## src/rtl/lm32_dtlb_walker_pkg.sv

```systemverilog
// Shared definitions for the LM32 data-TLB hardware page-table walker.
package lm32_dtlb_walker_pkg;

    typedef enum logic [1:0] {
        S_IDLE   = 2'd0,
        S_FETCH  = 2'd1,
        S_UPDATE = 2'd2,
        S_FAULT  = 2'd3
    } walk_state_t;

    typedef enum logic [1:0] {
        FAULT_NOT_PRESENT   = 2'd0,
        FAULT_WRITE_PROTECT = 2'd1,
        FAULT_BUS_ERROR     = 2'd2,
        FAULT_TIMEOUT       = 2'd3
    } fault_cause_t;

    // PTE flag bit positions; the PFN occupies [31:offset_w]
    localparam int unsigned PTE_VALID_BIT    = 0;
    localparam int unsigned PTE_WRITABLE_BIT = 1;

endpackage

```

## src/rtl/lm32_dtlb_walker.sv

```systemverilog
// Single-level hardware refill engine for the LM32 data TLB: on a miss it
// fetches one PTE over a read-only Wishbone master and either writes the
// translation into the DTLB or raises a fault strobe.
module lm32_dtlb_walker
    import lm32_dtlb_walker_pkg::*;
#(
    parameter int unsigned page_size = 4096,
    parameter int unsigned timeout   = 255
) (
    input  logic        clk_i,
    input  logic        rst_i,
    input  logic        enable,
    input  logic        abort_i,
    input  logic [31:0] ptbr_i,
    input  logic        miss_i,
    input  logic [31:0] miss_addr_i,
    input  logic        miss_store_i,
    output logic [31:0] wb_adr_o,
    output logic        wb_cyc_o,
    output logic        wb_stb_o,
    output logic [3:0]  wb_sel_o,
    input  logic [31:0] wb_dat_i,
    input  logic        wb_ack_i,
    input  logic        wb_err_i,
    output logic        busy_o,
    output logic        update_o,
    output logic [31:0] update_vaddr_o,
    output logic [31:0] update_paddr_o,
    output logic        fault_o,
    output logic [1:0]  fault_cause_o,
    output logic [31:0] fault_addr_o
);

    localparam int unsigned offset_w = $clog2(page_size);
    localparam int unsigned vpn_w    = 32 - offset_w;

    walk_state_t  state, state_next;
    fault_cause_t cause_next;
    logic         start;
    logic         armed;
    logic         store;
    logic [31:0]  vaddr;
    logic [7:0]   count;

    // Low PTBR bits and PTE bits between the flags and the PFN carry no meaning
    logic unused_bits;
    assign unused_bits = ^{ptbr_i[vpn_w+1:0], wb_dat_i[offset_w-1:2]};

    assign wb_sel_o = 4'hF;

    // Next-state selection, exit priority in FETCH, and abort-gated strobes
    always_comb begin
        state_next = state;
        cause_next = FAULT_NOT_PRESENT;
        start      = 1'b0;
        update_o   = 1'b0;
        fault_o    = 1'b0;
        case (state)
            S_IDLE: begin
                if (enable && miss_i && armed && !abort_i) begin
                    state_next = S_FETCH;
                    start      = 1'b1;
                end
            end
            S_FETCH: begin
                if (abort_i || !enable) begin
                    state_next = S_IDLE;
                end else if (wb_err_i) begin
                    state_next = S_FAULT;
                    cause_next = FAULT_BUS_ERROR;
                end else if (wb_ack_i && !wb_dat_i[PTE_VALID_BIT]) begin
                    state_next = S_FAULT;
                    cause_next = FAULT_NOT_PRESENT;
                end else if (wb_ack_i && store && !wb_dat_i[PTE_WRITABLE_BIT]) begin
                    state_next = S_FAULT;
                    cause_next = FAULT_WRITE_PROTECT;
                end else if (wb_ack_i) begin
                    state_next = S_UPDATE;
                end else if (count == 8'(timeout - 1)) begin
                    state_next = S_FAULT;
                    cause_next = FAULT_TIMEOUT;
                end
            end
            S_UPDATE: begin
                state_next = S_IDLE;
                update_o   = !abort_i;
            end
            S_FAULT: begin
                state_next = S_IDLE;
                fault_o    = !abort_i;
            end
            default: state_next = S_IDLE;
        endcase
    end

    // State register plus walk context, bus signals and held result fields
    always_ff @(posedge clk_i) begin
        if (rst_i) begin
            state          <= S_IDLE;
            armed          <= 1'b1;
            store          <= 1'b0;
            vaddr          <= '0;
            count          <= '0;
            busy_o         <= 1'b0;
            wb_adr_o       <= '0;
            wb_cyc_o       <= 1'b0;
            wb_stb_o       <= 1'b0;
            update_vaddr_o <= '0;
            update_paddr_o <= '0;
            fault_cause_o  <= '0;
            fault_addr_o   <= '0;
        end else begin
            state  <= state_next;
            busy_o <= (state_next != S_IDLE);

            if (start) begin
                armed <= 1'b0;
            end else if (!miss_i) begin
                armed <= 1'b1;
            end

            if (start) begin
                vaddr    <= miss_addr_i;
                store    <= miss_store_i;
                count    <= '0;
                wb_adr_o <= {ptbr_i[31:vpn_w+2], miss_addr_i[31:offset_w], 2'b00};
                wb_cyc_o <= 1'b1;
                wb_stb_o <= 1'b1;
            end else if (state == S_FETCH) begin
                count <= count + 8'd1;
                if (state_next != S_FETCH) begin
                    wb_cyc_o <= 1'b0;
                    wb_stb_o <= 1'b0;
                end
            end

            if (state == S_FETCH && state_next == S_UPDATE) begin
                update_vaddr_o <= {vaddr[31:offset_w], {offset_w{1'b0}}};
                update_paddr_o <= {wb_dat_i[31:offset_w], {offset_w{1'b0}}};
            end

            if (state == S_FETCH && state_next == S_FAULT) begin
                fault_cause_o <= cause_next;
                fault_addr_o  <= vaddr;
            end
        end
    end

endmodule

```

## config.mk

```make
export PLATFORM = sky130hd
export DESIGN_NAME = lm32_dtlb_walker
export DESIGN_NICKNAME = d
export VERILOG_FILES = /design/src/rtl/lm32_dtlb_walker_pkg.sv /design/src/rtl/lm32_dtlb_walker.sv
export SDC_FILE = /design/constraint.sdc
export NUM_CORES = 1
export LEC_CHECK = 0
export CAP_MARGIN = 20
export CORE_MARGIN = 4
export CORE_UTILIZATION = 41
export CTS_CLUSTER_DIAMETER = 200
export CTS_CLUSTER_SIZE = 14
export DETAILED_ROUTE_END_ITERATION = 12
export GPL_TIMING_DRIVEN = 1
export HOLD_SLACK_MARGIN = 0.02
export PLACE_DENSITY = 0.88
export SLEW_MARGIN = 5
export SYNTH_ARGS = -nofsm -noshare
export SYNTH_HDL_FRONTEND = slang
export SYNTH_SLANG_ARGS = --single-unit
```

## constraint.sdc

```tcl
create_clock -name clk_i -period 1.9 [get_ports clk_i]
set_input_delay 0.38 -clock clk_i [delete_from_list [all_inputs] [get_ports clk_i]]
set_output_delay 0.38 -clock clk_i [all_outputs]
set_load 0.01 [all_outputs]
```

* Yosys cells after proc, flatten, opt, wreduce, memory -nomap -nowiden
Index checks and enable logic that the tools add are counted.
** Word-level totals
- Register bits after elaboration :: 150
- Latch bits :: 0
- Bits in writable memories :: 0
- Bits in read-only memories :: 0
- Input port bits :: 104
- Memories kept :: 0
** Cells by class
- Add/sub/neg operators :: 1
- $mul :: 0
- Divide/modulo/power cells :: 0
- Magnitude comparators :: 0
- Equal/unequal tests :: 8
- Shifts and indexed selects :: 0
- Mux-type cells :: 24
- Bitwise logic cells :: 0
- Reduce and logical (&&, ||, !) cells :: 20
** Operators by type and width (number)
- 2-to-1 mux 2 bit :: 14
- 2-to-1 mux 1 bit :: 9
- adder 8 x 1 -> 8 bit, second input constant :: 1
- == test 2 bit, second input constant :: 4
- == test 8 bit, second input constant :: 1
- logical AND 1 bit :: 8
- case mux 2 bit (3 select lines) :: 1
- nonzero test 2 bit :: 3
- zero test 1 bit :: 4
- inequality test 2 x 1 -> 1 bit, second input constant :: 2
- OR reduction 2 bit :: 2
- == test 2 x 1 -> 1 bit, second input constant :: 1
- zero test 2 bit :: 1
- AND reduction 2 bit :: 1
- logical OR 1 bit :: 1

* Logic depth before layout (Yosys ltp)
- Depth in word-level cells :: 12
- Depth in mapped cells :: 9

* Worst setup path after synthesis
Ideal clock, no wire load.
- Path type :: register to register
- Start :: reg count[0]
- End :: reg fault_addr_o[0]
- Setup time :: 0.132 ns
- Arrival time :: 1.567 ns
- Path slack :: 0.201 ns
- Stages on the path, launching flop included :: 10
- Buffers on the path :: 2
- Period minus slack after synthesis :: 1.699 ns
- Cells stage by stage :: dfxtp_1 > inv_1 > ha_1 > nand3_1 > nor3_2 > or4_1 > buf_2 > buf_6 > nand3_1 > a21oi_1
** On the way
- Cells in the longest elaborated chain, start to end :: 10
** RTL lines
- from (decl) :: line lm32_dtlb_walker.sv:43 : logic [7:0] count;
- from (signal assigned) :: line lm32_dtlb_walker.sv:130 : count <= count + 8'd1;
- == test 8 bit :: line lm32_dtlb_walker.sv:79 : end else if (count == 8'(timeout - 1)) begin
- 2-to-1 mux 2 bit :: line lm32_dtlb_walker.sv:79
- 2-to-1 mux 2 bit :: line lm32_dtlb_walker.sv:77 : end else if (wb_ack_i) begin
- 2-to-1 mux 2 bit :: line lm32_dtlb_walker.sv:74 : end else if (wb_ack_i && store && !wb_dat_i[PTE_WRITABLE_BIT]) begin
- 2-to-1 mux 2 bit :: line lm32_dtlb_walker.sv:71 : end else if (wb_ack_i && !wb_dat_i[PTE_VALID_BIT]) begin
- 2-to-1 mux 2 bit :: line lm32_dtlb_walker.sv:68 : end else if (wb_err_i) begin
- 2-to-1 mux 2 bit :: line lm32_dtlb_walker.sv:66 : if (abort_i || !enable) begin
- case mux 2 bit (3 select lines) :: line lm32_dtlb_walker.sv:58 : case (state)
- == test 2 bit :: line lm32_dtlb_walker.sv:142 : if (state == S_FETCH && state_next == S_FAULT) begin
- logical AND 1 bit :: line lm32_dtlb_walker.sv:142
- to (signal assigned) :: line lm32_dtlb_walker.sv:144 : fault_addr_o <= vaddr;
- to (decl) :: line lm32_dtlb_walker.sv:31 : output logic [31:0] fault_addr_o
Every way passes these cells.
A chain may end at the register's enable or synchronous reset.

* Final worst setup path
- Start :: in abort_i
- End :: out fault_o
** On the way
- Cells in the longest elaborated chain, start to end :: 2
** RTL lines
- from (decl) :: line lm32_dtlb_walker.sv:13 : input logic abort_i,
- zero test 1 bit :: line lm32_dtlb_walker.sv:90 : fault_o = !abort_i;
- 2-to-1 mux 1 bit :: line lm32_dtlb_walker.sv:58
- to (decl) :: line lm32_dtlb_walker.sv:29 : output logic fault_o,
Every way passes these cells.

==> summary.txt <==
Critical path
  • Worst Path Arrival: between 1 and 1.5 ns
  • Worst setup path category: in -> out
  • WP buf/inv: 3
  • Crit-path cells: clkdlybuf4s50_1, buf_4, and3b_1, dlygate4sd2_1
  • Worst R2R Path Depth: 6
  • Critical-path top delay cell: clkdlybuf4s50_1
  • CP Launch Type: input pin
  • CP Capture Type: output port
  • Crit path max fanout: 4
  • Reg-to-Reg End: fault_addr_o[13]$_SDFFE_PP0P_
  • Crit path max-delay family: buffers and inverters
  • R2R setup slack: 0.15 ns
  • Data required time at the worst endpoint: between 1.5 and 2 ns
  • Max stage delay on crit path: around 0.52 ns
  • RR Startpoint: state[0]$_SDFF_PP0_

Timing
  • Min cycle time layout: 1.84 ns
  • Slew Limit Fails: 0
  • RSZ-0062 raised after global routing: false
  • Hold Fails Final Rpt: 0
  • WHS: between 0.3 and 0.4 ns
  • Fmax: ~0.54 GHz
  • Final worst-path cycle share: 0.968
  • Setup Viol. Count Final: 0
  • Worst Skew: roughly 0.013 ns
  • Setup TNS: 0 ns

Logic synthesis
  • Ys Warns: 0
  • Largest family of logic cells by synthesized area: simple AND/OR/NAND/NOR gates
  • Complex-gate fraction of the synthesized area: 0.158
  • Async S/R FF share, synth: 0
  • Syn_area_per_cell: roughly 8.0 µm²
  • Mapped Area: between 5000 and 6000 µm²
  • Synthesized flop and latch total: 130
  • Register area share after synthesis: 0.500
  • Post-Synth XOR/XNOR Area: 0.0101
  • Simple-gate area share of the yosys netlist: 0.204
  • Post-synth EDFFs: 0
  • Cells after Synth: 647
  • Post-synthesis mux area share: 0
  • Prevailing post-synth register cell: dfxtp_1
  • Distinct cell type count after synthesis: 36
  • Synth Area in Adders: 0.00481

Cells and area
  • Area grow syn2layout: 45.9%
  • Layout cells sized above 1: 0.0794
  • Core Util, Final: 0.622
  • Most common cell after layout, fill and taps aside: clkdlybuf4s50_1
  • N_diodes: 0
  • Fillers: 1045
  • Commonest cells after routing, fill and taps aside: clkdlybuf4s50_1, nand2_1, dfxtp_1
  • Fin area: approximately 7600 µm²
  • # nets final: roughly 910

Clock network
  • CTS root buffer: clkbuf_16
  • Clk sinks: 130
  • CTS Buf Count: 17
  • H-Tree Depth: 4
  • Skew-Pair Late Insertion Delay: about 0.41 ns
  • CTS tree: yes
  • Clock Path Buffers: 2
  • Reg clk slew, reported paths: roughly 0.05 ns
  • Cts hold-fix bufs: 0

Routing
  • Detailed Route WL: 14500 µm
  • WL/cell: approximately 15 µm
  • DR vias: between 4000 and 5000
  • Post-DRT Antenna Nets: 0
  • Final routed DRC violation total: 0
  • DR pass1 iterations: 4
  • Iteration-0 DRC Markers: between 300 and 400
  • Vias/cell: approximately 4.8

Placement
  • PortBufs: 180
  • DP Area: ~7000 µm²
  • DP HPWL: 9980 µm
  • Final Wtd Congestion: slightly below 0.8

Pwr
  • Leakage: roughly 0.0027 µW
  • PD cells: around 850 nW/µm²
  • Maximum vdd drop: 0.000751 V
  • Tot Pwr: 6420 µW

Floorplanning
  • # IOs: between 200 and 250
  • Rows: 40
  • Core footprint: between 10000 and 15000 µm²
  • Die height: 121 µm
  • Die Area: 14600 µm²
  • Starting Density: 0.426
  • DIE WIDTH: 121 µm

Status
  • Outcome: complete, no violations

Min path
  • Depth of the worst hold-timing path: 2
  • HP Class: in -> reg
  • HP Start: rst_i
  • Worst Hold End: state[0]$_SDFF_PP0_

GRT
  • Remaining Overflow, GRT: 0
  • Antenna violations before repair: 0
  • Global-route wire length before repair: around 23000 µm
  • GRT Overall Usage: 0.196
  • Vias in the first global route: ~4700
  • Largest net degree at the start of global routing: 55

Job
  • Max-cap violation count: 0
cells in the mapped netlist (2+ instances only):
library cell / instances / area share
nand2_1: 171 / 0.12
dfxtp_1: 130 / 0.50
a21oi_1: 120 / 0.12
buf_4: 51 / 0.074
nand3_1: 34 / 0.033
clkbuf_1: 32 / 0.023
o21ai_1: 29 / 0.028
nor2_1: 15 / 0.011
o21ai_0: 10 / 0.0096
buf_2: 8 / 0.0077
buf_6: 7 / 0.015
nand4_1: 4 / 0.0048
xor2_1: 4 / 0.0067
nand2b_1: 3 / 0.0036
nor2b_1: 3 / 0.0036
or3_1: 3 / 0.0036
conb_1: 2 / 0.0014
ha_1: 2 / 0.0048
xnor2_1: 2 / 0.0034
sequential cells by signal, indices dropped and copies added, names as in the netlist:
name            count
count               8
fault_addr_o       32
state               2
armed               1
fault_cause_o       2
update_paddr_o     20
wb_stb_o            1
store               1
wb_adr_o           11
busy_o              1
vaddr              31
update_vaddr_o     20
worst max-delay path by stage:
stage / start / end / slack [ns] / cells after the start
floorplan: count[0]$_SDFFE_PP0P_ / fault_addr_o[0]$_SDFFE_PP0P_ / 0.20 / 9
global placement: abort_i / fault_addr_o[31]$_SDFFE_PP0P_ / -0.29 / 7
detailed placement: abort_i / fault_addr_o[3]$_SDFFE_PP0P_ / -0.33 / 7
CTS: abort_i / fault_o / 0.06 / 4
global route: abort_i / update_o / 0.008 / 4
finish: abort_i / fault_o / 0.06 / 4
per-layer routing:
metal  up-vias  part of all wire  global-route usage
met5         -                 0                   0
li1       2383                 -                   -
met1      2193              0.40               0.228
met2       164              0.50               0.341
met3        20             0.075              0.0655
met4         0             0.019              0.0623
report_power, final:
| group | switching [µW] | internal [µW] | total (µW) |
|---|---|---|---|
| Sequential | 27.6 | 2760 | 2790 |
| Clock | 1160 | 2000 | 3150 |
| Combinational | 231 | 248 | 478 |
layout make-up:
class                           instances  area [µm²]  area share
Clock buffer                           23         468      0.0617
Tap cell                              168         210      0.0277
Multi-Input combinational cell        445        2080       0.274
Inverter                                1        3.75    0.000495
Timing Repair Buffer                  211        2120       0.279
Clock inverter                          9         106      0.0140
Sequential cell                       130        2600       0.343
through the flow:
step	instances	setup slack, ns
after CTS	987	0.0594
final	987	0.0611
after global placement	955	-0.289
after detailed placement	955	-0.331
after floorplan	675	0.201
after global routing	987	0.00772
timing repair:
action / in CTS / in global routing
resized for setup: 2 / 1
endpoints found under the setup margin: 2 / 1
buffers inserted: 0 / 0
logic make-up (layout without fill, tap and decap cells):
group / count (synthesis) / in the layout
AO/OA/AOI/OAI: 162 / 162
adder cells (fa/ha/maj): 2 / 2
AND/OR/NAND/NOR: 245 / 245
buffers and inverters: 100 / 244
XOR/XNOR: 6 / 6
other: 2 / 30
flip-flops: 130 / 130
No activity file was read; power rests on OpenSTA's default activity.
